$ cat config.mk
export PLATFORM = sky130hd
export DESIGN_NAME = load_store_unit
export DESIGN_NICKNAME = d
export VERILOG_FILES = /design/src/rtl/load_store_unit.sv
export SDC_FILE = /design/constraint.sdc
export NUM_CORES = 1
export LEC_CHECK = 0
export CAP_MARGIN = 20
export CORE_MARGIN = 2
export CORE_UTILIZATION = 60
export CTS_CLUSTER_DIAMETER = 80
export CTS_CLUSTER_SIZE = 14
export DETAILED_ROUTE_END_ITERATION = 10
export DONT_BUFFER_PORTS = 1
export PLACE_DENSITY = 0.76
export SYNTH_ARGS = -nofsm -noshare
export SYNTH_HDL_FRONTEND = slang
export SYNTH_SLANG_ARGS = --single-unit
$ cat constraint.sdc
create_clock -name clk -period 5.3 [get_ports clk]
set_clock_uncertainty 0.15 [all_clocks]
set_input_delay 1.06 -clock clk [delete_from_list [all_inputs] [get_ports clk]]
set_output_delay 1.06 -clock clk [all_outputs]
set_load 0.05 [all_outputs]
$ cat src/rtl/load_store_unit.sv
// RV32I load/store unit: turns one LB/LH/LW/LBU/LHU/SB/SH/SW into a single word-aligned
// valid/ready memory transaction, returning extended load data plus misalignment/fault status.
module load_store_unit #(
  parameter int unsigned TIMEOUT_CYCLES = 255
) (
  input  logic        clk,
  input  logic        rst_n,
  input  logic        Start,
  input  logic        MemWrite,
  input  logic [2:0]  Funct3,
  input  logic [31:0] ALUResult,
  input  logic [31:0] WriteData,
  output logic        Busy,
  output logic        Done,
  output logic [31:0] ReadData,
  output logic        Misaligned,
  output logic        Fault,
  output logic        MemReq,
  input  logic        MemReady,
  output logic        MemWE,
  output logic [31:0] MemAddr,
  output logic [3:0]  MemWStrb,
  output logic [31:0] MemWData,
  input  logic        MemRValid,
  input  logic [31:0] MemRData
);

  typedef enum logic [1:0] {S_IDLE, S_REQ, S_WAIT_R, S_DONE} state_t;

  state_t      r_state, w_next;
  logic        r_we, r_fault, r_misal;
  logic [2:0]  r_f3;
  logic [31:0] r_addr, r_wdata, r_ld_word;
  logic [7:0]  r_cnt;
  logic        r_done, r_misal_o, r_fault_o;
  logic [31:0] r_rdata;

  logic        w_illegal, w_misal, w_limit, w_abort, w_in_req;
  logic [7:0]  w_byte;
  logic [15:0] w_half;
  logic [31:0] w_ld_ext, w_wdata_rep;
  logic [3:0]  w_strb;

  // Illegal encodings outrank misalignment, so misalignment is only meaningful for legal ops.
  assign w_illegal = MemWrite ? !(Funct3 inside {3'b000, 3'b001, 3'b010})
                              : ((Funct3 == 3'b011) || (Funct3[2:1] == 2'b11));
  assign w_misal   = ((Funct3[1:0] == 2'b01) && ALUResult[0]) ||
                     ((Funct3[1:0] == 2'b10) && (ALUResult[1:0] != 2'b00));

  // The counter holds (cycles spent - 1), so the limit cycle is the TIMEOUT_CYCLES-th one.
  assign w_limit = (r_cnt == 8'(TIMEOUT_CYCLES - 1));
  assign w_abort = w_limit && (((r_state == S_REQ) && !MemReady) ||
                               ((r_state == S_WAIT_R) && !MemRValid));

  assign w_byte = 8'(MemRData >> {r_addr[1:0], 3'b000});
  assign w_half = r_addr[1] ? MemRData[31:16] : MemRData[15:0];

  // NOTE: every always_comb output gets a default first so no path can infer a latch.
  always_comb begin
    w_ld_ext = MemRData;
    case (r_f3)
      3'b000:  w_ld_ext = {{24{w_byte[7]}}, w_byte};
      3'b100:  w_ld_ext = {24'h0, w_byte};
      3'b001:  w_ld_ext = {{16{w_half[15]}}, w_half};
      3'b101:  w_ld_ext = {16'h0, w_half};
      default: w_ld_ext = MemRData;
    endcase
  end

  always_comb begin
    w_strb      = 4'b1111;
    w_wdata_rep = r_wdata;
    case (r_f3[1:0])
      2'b00: begin
        w_strb      = 4'b0001 << r_addr[1:0];
        w_wdata_rep = {4{r_wdata[7:0]}};
      end
      2'b01: begin
        w_strb      = r_addr[1] ? 4'b1100 : 4'b0011;
        w_wdata_rep = {2{r_wdata[15:0]}};
      end
      default: ;
    endcase
  end

  always_comb begin
    w_next = r_state;
    case (r_state)
      S_IDLE:   if (Start) w_next = (w_illegal || w_misal) ? S_DONE : S_REQ;
      S_REQ:    if (MemReady) w_next = r_we ? S_DONE : S_WAIT_R;
                else if (w_abort) w_next = S_DONE;
      S_WAIT_R: if (MemRValid || w_abort) w_next = S_DONE;
      S_DONE:   w_next = S_IDLE;
      default:  w_next = S_IDLE;
    endcase
  end

  // NOTE: sequential state uses non-blocking assignments so all registers update from pre-edge values.
  always_ff @(posedge clk or negedge rst_n) begin
    if (!rst_n) begin
      r_state   <= S_IDLE;
      r_we      <= 1'b0;
      r_f3      <= 3'b000;
      r_addr    <= '0;
      r_wdata   <= '0;
      r_fault   <= 1'b0;
      r_misal   <= 1'b0;
      r_ld_word <= '0;
      r_cnt     <= '0;
      r_done    <= 1'b0;
      r_misal_o <= 1'b0;
      r_fault_o <= 1'b0;
      r_rdata   <= '0;
    end else begin
      r_state   <= w_next;
      r_done    <= 1'b0;
      r_misal_o <= 1'b0;
      r_fault_o <= 1'b0;
      case (r_state)
        S_IDLE: if (Start) begin
          r_we    <= MemWrite;
          r_f3    <= Funct3;
          r_addr  <= ALUResult;
          r_wdata <= WriteData;
          r_fault <= w_illegal;
          r_misal <= !w_illegal && w_misal;
          r_cnt   <= '0;
        end
        S_REQ, S_WAIT_R: begin
          r_cnt <= r_cnt + 8'd1;
          if (w_abort) r_fault <= 1'b1;
          if ((r_state == S_WAIT_R) && MemRValid) r_ld_word <= w_ld_ext;
        end
        S_DONE: begin
          r_done    <= 1'b1;
          r_misal_o <= r_misal;
          r_fault_o <= r_fault;
          // Loads that fail clear the result; stores and misaligned ops keep the old value.
          if (!r_we && !r_misal) r_rdata <= r_fault ? '0 : r_ld_word;
        end
        default: ;
      endcase
    end
  end

  assign w_in_req   = (r_state == S_REQ);
  assign Busy       = (r_state != S_IDLE);
  assign Done       = r_done;
  assign Misaligned = r_misal_o;
  assign Fault      = r_fault_o;
  assign ReadData   = r_rdata;
  assign MemReq     = w_in_req;
  assign MemWE      = w_in_req && r_we;
  assign MemAddr    = w_in_req ? {r_addr[31:2], 2'b00} : '0;
  assign MemWStrb   = (w_in_req && r_we) ? w_strb : '0;
  assign MemWData   = (w_in_req && r_we) ? w_wdata_rep : '0;

endmodule

== Yosys cells after proc, flatten, opt, wreduce, memory -nomap -nowiden ==
Index checks and enable logic that the tools add are counted.
Storage, ports and cells
  input bits: 105
  logic and storage cells: 94
  bits in read-only memories: 0
  flip-flop bits (word level): 147
  output and inout bits: 106
  bits in latches: 0
  memories: 0
  bits in writable memories: 0
Operators by class
  $mul: 0
  $lt $le $gt $ge: 0
  div/mod/pow operators: 0
  bitwise operators: 0
  muxes and demuxes: 25
  equality and inequality tests: 18
  add/sub/neg operators: 1
  reduce and logical (&&, ||, !) cells: 35
  shifts and indexed selects: 2
Operators by type and width (count)
  32-bit case mux with 4 select lines: 1
  32-bit 2-to-1 mux: 3
  32-bit case mux with 2 select lines: 1
  32-bit by 5-bit right shift with 8-bit output: 1
  16-bit 2-to-1 mux: 1
  8-bit case mux with 2 select lines: 1
  2-bit 2-to-1 mux: 5
  1-bit logical AND: 9
  8-bit by 1-bit adder with 8-bit output, second input constant: 1
  2-bit equality test, second input constant: 4
  8-bit equality test, second input constant: 1
  4-bit 2-to-1 mux: 2
  8-bit 2-to-1 mux: 1
  2-bit case mux with 4 select lines: 1
  4-bit case mux with 2 select lines: 1
  2-bit AND reduction: 4
  1-bit 2-to-1 mux: 7
  2-bit by 1-bit equality test with 1-bit output, second input constant: 3
  3-bit by 1-bit equality test with 1-bit output, second input constant: 2
  3-bit by 2-bit equality test with 1-bit output, second input constant: 2
  3-bit equality test, second input constant: 2
  1-bit zero test: 6
  3-bit zero test: 2
  3-bit AND reduction: 2
  other kinds (10): 18

== Longest topological paths before layout ==
  word-level depth: 8
  mapped depth: 8

== Least setup slack after synthesis ==
OpenSTA, ideal clock, no wires.
  path kind: flip-flop to output port
  from: register r_state[1]
  to: output MemWStrb[3]
  arrival: 2.546 ns
  slack: 1.544 ns
  stages on the path, launching flop included: 7
  buffers on the path: 0
  cell sequence: dfrtp_1 -> inv_1 -> ha_1 -> nand2_1 -> inv_1 -> o21ai_0 -> nor2_1
On the way
  longest elaborated chain between the ends: 3
Ends and longest elaborated chain
  start: declaration: RTL line 30  | state_t r_state, w_next;
  start signal: assignment: RTL line 115  | r_state <= w_next;
  2-bit by 1-bit equality test with 1-bit output: RTL line 146  | assign w_in_req = (r_state == S_REQ);
  via MemReq: RTL line 18  | output logic MemReq,
  1-bit logical AND
  via MemWE: RTL line 20  | output logic MemWE,
  4-bit 2-to-1 mux: RTL line 155  | assign MemWStrb = (w_in_req && r_we) ? w_strb : '0;
  end: declaration: RTL line 22  | output logic [3:0] MemWStrb,
The timed path passes the listed nets, and every way through them passes these cells.

== Final worst setup path ==
  from: register r_state[1]
  to: output MemWStrb[3]
On the way
  longest elaborated chain between the ends: 3
Ends and longest elaborated chain (RTL line)
  2-bit by 1-bit equality test with 1-bit output: 146
  1-bit logical AND: 155
  4-bit 2-to-1 mux: 155
No other way between the ends.

==> flow_summary.ini <==
[cts]
clk_pin_slew_ns = 0.06
cts_tree = yes
post-cts-setup-buffer-count = 0
cts_root_buf = clkbuf_16
cts_resized = 0
cts_buffers = 17
cts_max_level = 4
clockBufferDepth = 2
clock_sinks = 147
insertion_delay_ns = 0.42
cts-hold-fix-buffers = 0

[setup_path]
startpoint_type = flop
crit_fanout = 25
critical_path_required_ns = 4.09
end_kind = output pin
critPathKind = flop to output pin
cp.arrival_ns = 2.39

[routing]
vias = 5130
first_pass_iters = 4
drtIter0Drc = 348
postRouteAntennaNets = 0
viasPerCell = 5.90
wl_per_cell_um = 19.4
drcViolationCount = 0
wl_mm = 16.8

[timing]
hold_viol = 0
relSlewSlack = 0.305
worst_pin_slew_ns = 1.04
fin_ws_ns = 1.70
fmax_ghz = 0.278
rsz0062_at_grt = false
fin_crit_ns = 3.60
finalCritPeriodShare = 0.679
fin_tns_setup_ns = 0
finalSetupViolCount = 0
hold_ws_ns = 0.185
maxSlewViolCount = 0

[final_layout]
mostFrequentLayoutCells = dfrtp_1, nand2_1, mux2_2
area_delta_synth_final_pct = 11.7
drive_gt1_frac = 0.205
diodes = 0
final_area_sq_um = 8050
nNetsFinal = 823
final_common_cell = dfrtp_1
final_core_util = 0.678

[yosys]
synthFlopType = dfrtp_1
netlist_instances = 705
synth.distinct_cells = 45
synth_top_family_by_area = simple AND/OR/NAND/NOR gates
synth.avg_cell_area_sq_um = 10.2
async_reset_ff_frac = 1.00
synth_edf_count = 0
yosys_warnings = 0
synth_compound_area_frac = 0.0895
ys_seq_elements = 147
yosysSeqAreaShare = 0.511
netlist_area_sq_um = 7200
synthAdderAreaFrac = 0.0122
synth-xor-area-share = 0.00730
synthMuxAreaShare = 0.150
yosys.area_share.simple = 0.191

[placed_design]
place.gp.congestion = 0.852
hpwl_mm = 11.7
dp_slack_ns = 2.09
dpl_cell_area_sq_um = 7390
place.port_buffers = 0

[global_route]
grt_use_total = 0.264
grt_pass1_wl_mm = 26.3
grt_overflow = 0
grt_antenna_before_repair = 0
grt_max_degree = 148
grt_pass1_vias = 5073

[floorplan]
fp.coreArea_sq_um = 11900
start_util = 0.607
die-height_um = 114
die_x_um = 114
row_count = 40
die-area_sq_um = 12900
pin_count = 211

[min_path]
hp-class = input pin to async pin

[power_and_ir_drop]
p_leak_uw = 0.00366
p_per_area_nw_per_um2 = 739
max-vdd-ir-drop_uv = 453

[outcome]
status = finished clean

[run]
maxCapViolations = 0
==> worst paths after layout <==
| kind | startpoint | to | slack (ns) | cells after the start |
|---|---|---|---|---|
| setup / recovery | r_state[1]$_DFFE_PN0P_ | MemWStrb[3] | 1.70 | 7 |
| setup reg to reg | r_state[0]$_DFFE_PN0P_ | r_wdata[5]$_DFFE_PN0P_ | 2.55 | 5 |
| hold / removal | rst_n | ReadData[2]$_DFFE_PN0P_ | 0.19 | 0 |
| hold reg to reg | r_ld_word[17]$_DFFE_PN0P_ | r_ld_word[17]$_DFFE_PN0P_ | 0.34 | 2 |
| max in group asynchronous | rst_n | r_ld_word[29]$_DFFE_PN0P_ | 4.55 | 0 |
| min in group clk | r_ld_word[17]$_DFFE_PN0P_ | r_ld_word[17]$_DFFE_PN0P_ | 0.34 | 2 |
==> cell families after synthesis <==
family | after synthesis
buffers and inverters | 58
AOI/OAI and AO/OA | 112
DFF | 147
and+or+nand+nor | 276
xor gates and xnor gates | 6
other | 1
adders and majority gates | 7
muxes | 98
==> layer usage <==
layer  vias up  global-route usage  wire [um]  share of wire
met5         -                   0          0              0
met4         0               0.112        401          0.024
met3        33               0.109       1700           0.10
li1       2420                   -          -              -
met2       198               0.439       8290           0.49
met1      2479               0.301       6450           0.38
==> cell usage after synthesis, types with 2 or more instances <==
master	n	area [sq um]
a21oi_1	32	160
inv_1	10	37.5
buf_4	4	30.0
buf_2	19	95.1
o21ai_0	49	245
mux2i_1	19	190
o21bai_1	2	15.0
nor2b_1	7	43.8
ha_1	7	87.6
buf_6	3	33.8
o21ai_1	2	10.0
nand4_1	4	25.0
clkbuf_1	22	82.6
nand2_1	86	323
a31oi_1	9	56.3
nand2b_1	36	225
xor2_1	5	43.8
a211oi_1	2	15.0
and3_1	11	68.8
nand3b_1	8	60.1
a21o_1	6	45.0
mux2_2	78	878
nand3_1	40	200
or2_2	2	12.5
and2_1	32	200
dfrtp_1	147	3680
nor2_1	45	169
==> critical path, cell delays in order (launching register included) <==
cell and delay [ns]:
dfrtp_1 0.42, inv_1 0.13, ha_1 0.19, nand2_1 0.47
inv_1 0.26, o21ai_0 0.14, nor2_1 0.15, buf_4 0.21
==> layout make-up <==
| cell class | count | area, sq um |
|---|---|---|
| inverters | 10 | 37.5 |
| multi-input cells | 501 | 3250 |
| repair buffers | 34 | 283 |
| flip-flops and latches | 147 | 3680 |
| clock inverters | 9 | 156 |
| well taps | 147 | 184 |
| clock buffers | 21 | 450 |
| fillers | 902 | 3820 |
==> flip-flops by register name, indices dropped and copies added, names as in the netlist <==
signal,flops
Done,1
Fault,1
Misaligned,1
ReadData,32
r_addr,32
r_cnt,8
r_f3,3
r_fault,1
r_ld_word,32
r_misal,1
r_state,2
r_wdata,32
r_we,1
==> power by group <==
group / internal, uW / total, uW / switching [uW]
clock network: 794 / 1240 / 446
logic: 865 / 2310 / 1440
registers: 1620 / 2400 / 775
==> metrics by stage <==
step | std cells | power [uW]
finish | 869 | 5940
global route | 869 | 6280
CTS | 866 | 5940
detailed placement | 836 | 4690
global placement | 836 | 4600
floorplan | 706 | 4250
No activity file was read; power rests on OpenSTA's default activity.
